[src/rtl/comm_tx_pkg.sv]
// comm_tx_pkg
//   Shared types and constants for the comm_tx_arbiter slice.
//   - state_t   : arbiter FSM encoding (S_IDLE/S_ACTIVE/S_DRAIN/S_GAP)
//   - GRANT_*   : one-hot owner codes driven on the grant output
//   - pick_grant: IDLE-state owner selection for a given tie preference
`timescale 1ns/1ps

package comm_tx_pkg;

    typedef enum logic [2:0] {
        S_IDLE   = 3'd0,
        S_ACTIVE = 3'd1,
        S_DRAIN  = 3'd2,
        S_GAP    = 3'd3
    } state_t;

    localparam logic [1:0] GRANT_NONE = 2'b00;
    localparam logic [1:0] GRANT_0    = 2'b01;
    localparam logic [1:0] GRANT_1    = 2'b10;

    // prefer1 only matters when both sources request in the same cycle.
    function automatic logic [1:0] pick_grant(input logic req0,
                                              input logic req1,
                                              input logic prefer1);
        if (req0 && req1)
            return prefer1 ? GRANT_1 : GRANT_0;
        else if (req0)
            return GRANT_0;
        else if (req1)
            return GRANT_1;
        else
            return GRANT_NONE;
    endfunction

endpackage

[src/rtl/comm_tx_gap_timer.sv]
// comm_tx_gap_timer
//   Saturating up-counter shared by the arbiter for the post-packet quiet gap
//   and the start timeout. done is high during the limit-th enabled cycle after
//   clr (limit 0 behaves like 1, so a zero-length wait still costs one cycle).
// Ports
//   inclk  in   1      system clock
//   reset  in   1      asynchronous active-high reset
//   clr    in   1      synchronous clear, wins over en
//   en     in   1      count enable
//   limit  in   CNT_W  cycles to wait
//   done   out  1      limit reached (combinational)
`timescale 1ns/1ps

module comm_tx_gap_timer #(
    parameter int CNT_W = 16
) (
    input  logic             inclk,
    input  logic             reset,
    input  logic             clr,
    input  logic             en,
    input  logic [CNT_W-1:0] limit,
    output logic             done
);

    localparam logic [CNT_W-1:0] ONE = CNT_W'(1);

    logic [CNT_W-1:0] cnt;

    always_ff @(posedge inclk or posedge reset) begin
        if (reset)
            cnt <= '0;
        else if (clr)
            cnt <= '0;
        else if (en && (cnt != '1))
            cnt <= cnt + ONE;
    end

    // cnt holds cycles already elapsed, so the limit-th cycle sees limit-1.
    assign done = (limit == '0) || (cnt >= (limit - ONE));

endmodule

[src/rtl/comm_tx_arbiter.sv]
// comm_tx_arbiter
//   Shares one comm_transmitter between two response sources. Grants per
//   packet, holds the grant until the transmitter has finished with the packet,
//   then keeps the line quiet for GAP_CYCLES before arbitrating again.
//   Build option: define COMM_TX_RR_EN for round-robin on ties; otherwise
//   source 0 has fixed priority.
// Ports
//   inclk          in   1   system clock
//   reset          in   1   asynchronous active-high reset
//   req0_on        in   1   source 0 transmit request
//   req0_word      in   32  source 0 response word
//   req0_read      out  1   word-consumed strobe to source 0
//   req1_on        in   1   source 1 transmit request
//   req1_word      in   32  source 1 response word
//   req1_read      out  1   word-consumed strobe to source 1
//   tx_on          out  1   transmitter_on to comm_transmitter
//   tx_word        out  32  rspns to comm_transmitter
//   tx_read        in   1   rspns_read from comm_transmitter
//   tx_machine_on  in   1   transmitter busy sequencing a packet
//   grant          out  2   one-hot owner (00 = none)
//   busy           out  1   FSM not idle
//   timeout_err    out  1   one-cycle pulse when a packet is abandoned
//
// state    | meaning
// S_IDLE   | no owner; first request seen is granted on the next edge
// S_ACTIVE | tx_on high, owner's words muxed to the transmitter
// S_DRAIN  | tx_on low, grant held while the transmitter finishes reading
// S_GAP    | no owner, line quiet; requests ignored
`timescale 1ns/1ps

module comm_tx_arbiter #(
    parameter int GAP_CYCLES    = 64,
    parameter int START_TIMEOUT = 1024,
    parameter int CNT_W         = 16
) (
    input  logic        inclk,
    input  logic        reset,
    input  logic        req0_on,
    input  logic [31:0] req0_word,
    output logic        req0_read,
    input  logic        req1_on,
    input  logic [31:0] req1_word,
    output logic        req1_read,
    output logic        tx_on,
    output logic [31:0] tx_word,
    input  logic        tx_read,
    input  logic        tx_machine_on,
    output logic [1:0]  grant,
    output logic        busy,
    output logic        timeout_err
);

    import comm_tx_pkg::*;

    localparam logic [CNT_W-1:0] GAP_LIMIT   = CNT_W'(GAP_CYCLES);
    localparam logic [CNT_W-1:0] START_LIMIT = CNT_W'(START_TIMEOUT);

    state_t           state, state_nxt;
    logic [1:0]       grant_q, grant_nxt;
    logic             timeout_q, timeout_nxt;
    logic             seen_q;
    logic             seen;
    logic             granted_on;
    logic             prefer1;
    logic             tmr_clr, tmr_en, tmr_done;
    logic [CNT_W-1:0] tmr_limit;

`ifdef COMM_TX_RR_EN
    // 1 = source 1 was served last; reset value lets source 0 win the first tie.
    logic last_owner;

    always_ff @(posedge inclk or posedge reset) begin
        if (reset)
            last_owner <= 1'b1;
        else if ((state == S_IDLE) && (grant_nxt != GRANT_NONE))
            last_owner <= grant_nxt[1];
    end

    assign prefer1 = ~last_owner;
`else
    assign prefer1 = 1'b0;
`endif

    always_ff @(posedge inclk or posedge reset) begin
        if (reset) begin
            state     <= S_IDLE;
            grant_q   <= GRANT_NONE;
            timeout_q <= 1'b0;
        end else begin
            state     <= state_nxt;
            grant_q   <= grant_nxt;
            timeout_q <= timeout_nxt;
        end
    end

    // Remembers that the transmitter actually started this packet, so DRAIN
    // can tell "finished" apart from "never began".
    always_ff @(posedge inclk or posedge reset) begin
        if (reset)
            seen_q <= 1'b0;
        else if (state == S_IDLE)
            seen_q <= 1'b0;
        else if (((state == S_ACTIVE) || (state == S_DRAIN)) && tx_machine_on)
            seen_q <= 1'b1;
    end

    assign seen       = seen_q | tx_machine_on;
    assign granted_on = (grant_q[0] & req0_on) | (grant_q[1] & req1_on);

    always_comb begin
        state_nxt   = state;
        grant_nxt   = grant_q;
        timeout_nxt = 1'b0;
        case (state)
            S_IDLE: begin
                if (req0_on || req1_on) begin
                    grant_nxt = pick_grant(req0_on, req1_on, prefer1);
                    state_nxt = S_ACTIVE;
                end
            end
            S_ACTIVE: begin
                if (!granted_on) begin
                    state_nxt = S_DRAIN;
                end else if (!seen && tmr_done) begin
                    timeout_nxt = 1'b1;
                    grant_nxt   = GRANT_NONE;
                    state_nxt   = S_GAP;
                end
            end
            S_DRAIN: begin
                if (!tx_machine_on && seen_q) begin
                    grant_nxt = GRANT_NONE;
                    state_nxt = S_GAP;
                end else if (!seen && tmr_done) begin
                    // Transmitter never started: abandon the packet as in ACTIVE.
                    timeout_nxt = 1'b1;
                    grant_nxt   = GRANT_NONE;
                    state_nxt   = S_GAP;
                end
            end
            S_GAP: begin
                if (tmr_done)
                    state_nxt = S_IDLE;
            end
            default: begin
                grant_nxt = GRANT_NONE;
                state_nxt = S_IDLE;
            end
        endcase
    end

    // The counter restarts on every state change, so each state times itself.
    assign tmr_clr   = (state_nxt != state);
    assign tmr_en    = (state != S_IDLE);
    assign tmr_limit = (state == S_GAP) ? GAP_LIMIT : START_LIMIT;

    comm_tx_gap_timer #(
        .CNT_W (CNT_W)
    ) u_timer (
        .inclk (inclk),
        .reset (reset),
        .clr   (tmr_clr),
        .en    (tmr_en),
        .limit (tmr_limit),
        .done  (tmr_done)
    );

    always_comb begin
        case (grant_q)
            GRANT_0: tx_word = req0_word;
            GRANT_1: tx_word = req1_word;
            default: tx_word = 32'h0;
        endcase
    end

    // Decoded straight from the state flop so reset removes tx_on immediately.
    assign tx_on       = (state == S_ACTIVE);
    assign busy        = (state != S_IDLE);
    assign grant       = grant_q;
    assign timeout_err = timeout_q;
    assign req0_read   = tx_read & grant_q[0];
    assign req1_read   = tx_read & grant_q[1];

endmodule

[config.mk]
export PLATFORM = sky130hd
export DESIGN_NAME = comm_tx_arbiter
export DESIGN_NICKNAME = d
export VERILOG_FILES = /design/src/rtl/comm_tx_pkg.sv /design/src/rtl/comm_tx_gap_timer.sv /design/src/rtl/comm_tx_arbiter.sv
export SDC_FILE = /design/constraint.sdc
export NUM_CORES = 1
export LEC_CHECK = 0
export ABC_CLOCK_PERIOD_IN_PS = 2500
export CORE_MARGIN = 2
export CORE_UTILIZATION = 40
export CTS_BUF_LIST = sky130_fd_sc_hd__clkbuf_4 sky130_fd_sc_hd__clkbuf_8
export CTS_CLUSTER_SIZE = 14
export DETAILED_ROUTE_END_ITERATION = 7
export PLACE_DENSITY = 0.88
export SYNTH_ARGS = -nofsm -noshare
export SYNTH_HDL_FRONTEND = slang
export SYNTH_SLANG_ARGS = --single-unit
[constraint.sdc]
create_clock -name inclk -period 2.5 [get_ports inclk]
set_clock_uncertainty 0.2 [all_clocks]
set_input_delay 0.25 -clock inclk [delete_from_list [all_inputs] [get_ports inclk]]
set_output_delay 0.25 -clock inclk [all_outputs]
set_load 0.02 [all_outputs]
* Word-level counts from Yosys, hierarchy flattened
Index checks and enable logic that the tools add are counted.
** Operators by class
- $add $sub $neg :: 2
- Magnitude comparators :: 1
- Equal/unequal tests :: 9
- Mux-type cells :: 24
- Bitwise logic cells :: 7
- Reductions and logical operators :: 16
** Operators by type and width (number)
- $pmux W32 S2 :: 1
- $mux W16 :: 2
- $add A16 B1 Y16 const B :: 1
- $ge A16 B16 Y1 :: 1
- $logic_not A16 Y1 :: 1
- $ne A16 B16 Y1 const B :: 1
- $mux W3 :: 5
- $mux W2 :: 7
- $pmux W3 S4 :: 1
- $sub A11 B1 Y12 const B :: 1
- $mux W11 :: 1
- $pmux W2 S4 :: 1
- $eq A3 B2 Y1 const B :: 2
- $logic_and A1 B1 Y1 :: 5
- $mux W1 :: 5
- $and A1 B1 Y1 :: 4
- $ne A2 B1 Y1 const B :: 2
- $reduce_bool A2 Y1 :: 2
- $eq A3 B1 Y1 const B :: 1
- $logic_not A3 Y1 :: 1
- $logic_or A1 B1 Y1 :: 3
- $ne A3 B3 Y1 :: 1
- $reduce_and A3 Y1 :: 1
- $reduce_bool A3 Y1 :: 1
- other kinds (6) :: 8
** Word-level totals
- Register bits after elaboration :: 23
- Bits of input ports :: 70
- Output and inout port bits :: 39
- Logic and storage cells :: 64

* Depth between registers and ports, before layout
Gate-level depths: netlist of the first run.
- Depth in word-level cells :: 11
- Mapped depth :: 7
- Gate-level depth less buffers :: 6

* By module
From an unflattened synthesis of the first run, not the netlist that was laid out.
** Unflattened totals
- Cell total of the unflattened synthesis :: 305
- Area, all modules :: 2364.8 um^2
** Modules (own cells, without submodules)
- comm_tx_gap_timer :: instances 1, cells each 170, area an instance 1462.7 um^2, sequential area each 400.4 um^2
- comm_tx_arbiter :: instances 1, cells each 135, area an instance 902.1 um^2, sequential area each 175.2 um^2

* Least setup slack after synthesis of the first run
Ideal clock, no wire load.
- Path kind :: reg2reg
- Start :: register u_timer.cnt[0]
- End :: register u_timer.cnt[7]
- Library setup time :: 94 ps
- Data arrival time :: 1833 ps
- Data required time :: 2206 ps
- Setup slack :: 373 ps
- Cell stages (with the launch flop) :: 8
- Path buffers :: 1
- Clock period less this slack :: 2127 ps
- Path through :: dfrtp_1 -> ha_1 -> inv_1 -> or3_1 -> clkbuf_2 -> o21ai_2 -> or4_1 -> a211oi_1
** On the way
- Longest elaborated chain between the ends :: 8
- Elaborated cells on any way between the ends :: 15
- Classes of those cells :: add/sub (1); order compare (1); eq/ne (2); mux (7); reduce/logical (4)
** RTL lines
- start, declared :: line comm_tx_gap_timer.sv:27 : logic [CNT_W-1:0] cnt;
- start signal, assigned :: line comm_tx_gap_timer.sv:35 : cnt <= cnt + ONE;
- $ge A16 B16 Y1 :: line comm_tx_gap_timer.sv:39 : assign done = (limit == '0) || (cnt >= (limit - ONE));
- $logic_or A1 B1 Y1 :: line comm_tx_gap_timer.sv:39
- $logic_and A1 B1 Y1 :: line comm_tx_arbiter.sv:124, comm_tx_arbiter.sv:134
- $mux W3 :: line comm_tx_arbiter.sv:124, comm_tx_arbiter.sv:134
- $mux W3 (on tied branches) :: line comm_tx_arbiter.sv:131, comm_tx_arbiter.sv:122
- $pmux W3 S4 :: line comm_tx_arbiter.sv:114 : case (state)
- $ne A3 B3 Y1 :: line comm_tx_arbiter.sv:153 : assign tmr_clr = (state_nxt != state);
- $mux W16 or $reduce_bool A2 Y1 (tied branches)
Several ways; a longest one is shown, not always the timed one. The select of a mux whose other input is x is not followed.
A chain may end at the register's enable or synchronous reset.

* Final worst setup path of the first run
Same ends and word-level chain as after synthesis.

==> qor.yml, run 1 <==
sta:
  drv_slew: 0
  hold_slack_ns: 0.1290
  finalSetupViolCount: 0
  hold_viol_final: 0
  timing.fmax_mhz: 426.0
  finalCriticalPeriod_ns: 2.347
  setup-tns-final_ns: 0
  finalCritPeriodShare_pct: 93.89
  rsz0062_at_grt: "false"
  relSlewSlack_pct: 58.03
  worst_pin_slew_ns: 0.6238
place:
  placed_cell_area_sq_mm: 0.003213
  portBuffers: 108
  routabilityCongestion: 0.8916
  hpwl_mm: 5.267
logic_synthesis:
  syn-num-nets: 311
  post-synth-top-area-cell: "dfrtp_1"
  synth.distinct_cells: 48
  synth.area.top_cells: "dfrtp_1 29%, a22oi_1 12%, nor2_1 7.8%"
  synth-seq-area-share_pct: 29.11
  synthCells: 238
  ys_ff_latch: 23
  syn_avg_cell_area_sq_um: 8.306
  yosysWarnings: 0
  synth_top_area_share_pct: 29.11
  syn_area_sq_mm: 0.001977
routing:
  drtIter0Drc: 107
  vias_per_cell: 5.496
  vias: 2281
  postRouteAntennaNets: 0
  wirelength_mm: 6.769
  routedWlPerCell_microns: 16.31
  drt_first_pass_iters: 4
  drc: 0
min_path:
  hp-class: "in2async"
cells_and_area:
  antennaDiodeCount: 0
  nets: 422
  multiInputGateArea_sq_mm: 0.001297
  regArea_sq_um: 575.6
  final_common_cell: "clkdlybuf4s50_1"
  layout-drive-gt1-share_pct: 12.07
  syn_to_final_growth_pct: 63.10
  layout_common_cells: "76 x clkdlybuf4s50_1, 41 x nor2_1, 32 x a22oi_1, 32 x dlygate4sd2_1, 23 x dfrtp_1"
  num-fill-cells: 420
  fin_area_sq_mm: 0.003224
clock_tree:
  cts_setup_buffers: 0
  numCtsBuffers: 3
  tritoncts: "built"
  clk_pin_slew_ns: 0.09
  clockRootBuffer: "clkbuf_8"
  cts_buffer_depth: 2
  clock_sinks: 23
  insertion_delay_ns: 0.28
  htreeDepth: 1
global_route:
  antenna_found_initial: 0
  grt_max_degree: 33
  grt_first_pass_wirelength_mm: 10.03
  first_global_vias: 2112
  gr-usage-all-layers_pct: 23.06
  gr-total-overflow: 0
power:
  p_total_w: 0.001954
  ir_worst_vdd_uv: 491.7
  leakagePower_nw: 1.350
  power_density_mw_per_mm2: 606.1
setup_path:
  rrSetupSlack_ns: 0.15
  start_kind: "register"
  cp.arrival_ns: 2.33
  cp_max_fo: 8
  path_delay_family: "simple AND/OR/NAND/NOR gates"
  timing.critical_path.buf_inv: 1
  cp-end-kind: "register"
  critPathRequiredTime_ns: 2.48
  crit_path_top_delay_cell: "or4_1"
  r2r.worst_path.cells: 6
  r2r-start: "u_timer.cnt[0]"
  max_stage_delay_ns: 0.48
  timing.rr.end: "u_timer.cnt[7]"
  critPathKind: "reg2reg"
  path_cells: "ha_1 -> inv_1 -> or3_1 -> o21ai_2 -> or4_1 -> a211oi_1"
floorplanning:
  rows: 25
  ios: 109
  die_h_microns: 74.30
  die_x_microns: 74.30
  core_area_sq_mm: 0.004755
  die_area_sq_mm: 0.005520
  start_util_pct: 41.58
flow_run:
  cap_viol_max_count: 0
outcome:
  status: "complete, no violations"
power breakdown:
group          switching (W)  internal (W)
sequential         0.0000741      0.000410
combinational       0.000704      0.000527
clock               0.000128      0.000112
total               0.000906       0.00105
synthesized netlist by cell type (all sizes together):
master	n
nand3	3
inv	10
and3	2
clkbuf	13
a211oi	5
o2111a	1
o2111ai	2
ha	3
o211ai	6
nand2b	4
or2	1
or4	2
buf	3
a21oi	5
nand4	9
mux2i	3
o221ai	1
and2	4
a31oi	2
a22oi	33
nand3b	2
and4	1
dfrtp	23
nor2	41
conb	1
nand2	10
nor2b	1
a311oi	1
o31ai	5
or3	3
o21ai	5
nor3	15
o21a	1
o31a	1
nor4	6
xor2	10
cell families (layout without fill, tap and decap cells):
kind of cell | Yosys count | count (layout) | share of synthesized area, %
other | 1 | 1 | 0.1897
AO/OA/AOI/OAI | 68 | 68 | 26.65
AND/OR/NAND/NOR | 104 | 104 | 30.51
adder cells (fa/ha/maj) | 3 | 3 | 1.899
multiplexers | 3 | 3 | 1.709
buffers and inverters | 26 | 136 | 5.506
flip-flops | 23 | 23 | 29.11
XOR/XNOR | 10 | 10 | 4.430
stage by stage:
stage	worst slack [ns]	util (%)	cells
after floorplan	0.3730	-	238
after global placement	0.1432	67.58	411
after detailed placement	0.09154	67.58	411
after CTS	0.08434	67.71	415
after global routing	0.004954	67.82	415
final	0.1527	67.82	415
sequential cells by signal, indices dropped and copies added (netlist names):
signal	cells
timeout_err	1
state	3
seen_q	1
u_timer.cnt	16
grant	2
area by class of cell:
| cell class | count | share of cell area [%] |
|---|---|---|
| Clock buffer | 3 | 1.281 |
| Clock inverter | 1 | 0.1552 |
| Inverter | 10 | 1.164 |
| Multi-Input combinational cell | 189 | 40.24 |
| Sequential cell | 23 | 17.85 |
| Tap cell | 67 | 2.600 |
| Timing Repair Buffer | 122 | 36.71 |
per-layer routing:
layer  track usage, %  up-vias  wire, microns
li1                 -     1113              -
met1            27.48     1070           2714
met2            41.87       87           3390
met3            5.691       11            542
met4            5.357        0            121
met5                0        -              0
worst reg2reg max path, delay by kind of cell (launching register included):
kind / cells / cell delay (ns)
adder cells (fa/ha/maj): 1 / 0.28
buffers and inverters: 1 / 0.17
AND/OR/NAND/NOR: 2 / 0.78
AO/OA/AOI/OAI: 2 / 0.40
flip-flops: 1 / 0.42
repair_timing:
item                                    CTS  global route
endpoints found under the hold margin     0             0
endpoints found under the setup margin   32             1
hold buffers                              0             0
gates cloned                              0             0
pin swaps                                 0             0
gates resized for setup                  32             1
worst max-delay path by stage:
| stage | startpoint | end | slack, ns | cells after the start |
|---|---|---|---|---|
| floorplan | u_timer.cnt[0] | u_timer.cnt[7] | 0.37 | 7 |
| global placement | req1_on | u_timer.cnt[2] | 0.14 | 7 |
| detailed placement | req1_on | u_timer.cnt[6] | 0.09 | 7 |
| CTS | state[1] | busy | 0.08 | 3 |
| global route | state[1] | u_timer.cnt[6] | 0.005 | 6 |
| finish | u_timer.cnt[0] | u_timer.cnt[7] | 0.15 | 6 |
No activity file was read; power rests on OpenSTA's default activity.
==> inputs of run 2 (changes only) <==
- RECOVER_POWER: unset -> 100
==> run 2 against run 1 <==
Effect of this change:
- fmax barely moved
- sequential share of layout area about the same
- wire length increased by 0.12%
- critical endpoint unchanged
- largest power group unchanged
- flip-flop and latch count stayed put
- global-route usage is the same
- register-to-register slack is essentially flat
- cell count did not move
- setup slack better by 0.00069 ns
==> qor.yml, run 2 (synthesized netlist as in run 1, its figures left out) <==
outcome:
  status: "complete, no violations"
setup_path:
  critPathRequiredTime_ns: 2.48
  start_kind: "register"
  rrSetupSlack_ns: 0.15
  critPathKind: "reg2reg"
  cp-end-kind: "register"
  cp_max_fo: 8
  cp.arrival_ns: 2.33
routing:
  wirelength_mm: 6.777
  drt_first_pass_iters: 4
  drc: 0
  postRouteAntennaNets: 0
  routedWlPerCell_microns: 16.33
  vias: 2285
  drtIter0Drc: 100
  vias_per_cell: 5.506
cells_and_area:
  nets: 422
  fin_area_sq_mm: 0.003221
  multiInputGateArea_sq_mm: 0.001297
  num-fill-cells: 419
  syn_to_final_growth_pct: 62.91
  regArea_sq_um: 575.6
  layout-drive-gt1-share_pct: 11.78
  final_common_cell: "clkdlybuf4s50_1"
  antennaDiodeCount: 0
  max_flop_register: "u_timer.cnt"
  largest_reg_flops: 16
  layout_common_cells: "70 x clkdlybuf4s50_1, 41 x nor2_1, 32 x a22oi_1, 32 x dlygate4sd2_1, 23 x dfrtp_1"
global_route:
  grt_max_degree: 33
  grt_first_pass_wirelength_mm: 10.03
  gr-usage-all-layers_pct: 23.06
  first_global_vias: 2112
  gr-total-overflow: 0
  antenna_found_initial: 0
flow_run:
  cap_viol_max_count: 0
floorplanning:
  start_util_pct: 41.58
  die_area_sq_mm: 0.005520
  die_x_microns: 74.30
  rows: 25
  die_h_microns: 74.30
  ios: 109
  core_area_sq_mm: 0.004755
clock_tree:
  numCtsBuffers: 3
  insertion_delay_ns: 0.28
  tritoncts: "built"
  clk_pin_slew_ns: 0.09
  htreeDepth: 1
  clockRootBuffer: "clkbuf_8"
  clock_sinks: 23
  cts_buffer_depth: 2
  cts_setup_buffers: 0
sta:
  relSlewSlack_pct: 16.26
  timing.fmax_mhz: 426.1
  setup-tns-final_ns: 0
  rsz0062_at_grt: "false"
  finalSetupViolCount: 0
  worst_pin_slew_ns: 1.256
  drv_slew: 0
  finalCritPeriodShare_pct: 93.86
  hold_viol_final: 0
  finalCriticalPeriod_ns: 2.347
place:
  placed_cell_area_sq_mm: 0.003213
  hpwl_mm: 5.267
  routabilityCongestion: 0.8916
  portBuffers: 108
min_path:
  hp-class: "reg2reg"
power:
  power_density_mw_per_mm2: 604.7
  p_total_w: 0.001948
  leakagePower_nw: 1.362
  ir_worst_vdd_uv: 491.4
run 2: path summary, 6_finish.rpt:
path,endpoint,startpoint,cells past startpoint
max in group asynchronous,u_timer.cnt[3],reset,3
worst max register to register,u_timer.cnt[7],u_timer.cnt[0],6
min in group asynchronous,seen_q,reset,3
worst min register to register,seen_q,seen_q,2
worst max-delay path,u_timer.cnt[7],u_timer.cnt[0],6
worst min-delay path,seen_q,seen_q,2
run 2: area by class of cell:
| class | count | area share (%) |
|---|---|---|
| well taps | 67 | 2.603 |
| multi-input cells | 189 | 40.29 |
| flip-flops and latches | 23 | 17.87 |
| clock inverters | 1 | 0.1554 |
| repair buffers | 122 | 36.64 |
| inverters | 10 | 1.166 |
| clock buffers | 3 | 1.282 |
run 2: routing by layer:
layer	global-route usage [%]	vias to the layer above	wire length [microns]
li1	-	1114	-
met1	27.48	1076	2698
met2	41.87	87	3413
met3	5.691	8	554
met4	5.357	0	110
met5	0	-	0
run 2: stage by stage:
stage	worst slack (ns)	hold WS [ns]	instances	util [%]
floorplan	0.3730	0.05192	238	-
global placement	0.1432	0.3057	411	67.58
detailed placement	0.09154	0.3147	411	67.58
CTS	0.08434	0.1398	415	67.71
global route	0.004955	0.3784	415	67.74
finish	0.1534	0.3435	415	67.74
run 2: where the power goes:
part	switching (W)	internal, W
logic	0.000703	0.000521
registers	0.0000747	0.000410
clock network	0.000127	0.000112
run 2: what timing repair did:
item / in CTS / in global routing
resized for setup: 32 / 1
endpoints found under the setup margin: 32 / 1
hold buffers: 0 / 0
run 2: critical path, stage by stage, from the launching register on:
cell and delay, ns:
dfrtp_1 0.42, ha_1 0.28, inv_1 0.17, or3_1 0.30
o21ai_2 0.16, or4_1 0.48, a211oi_1 0.24
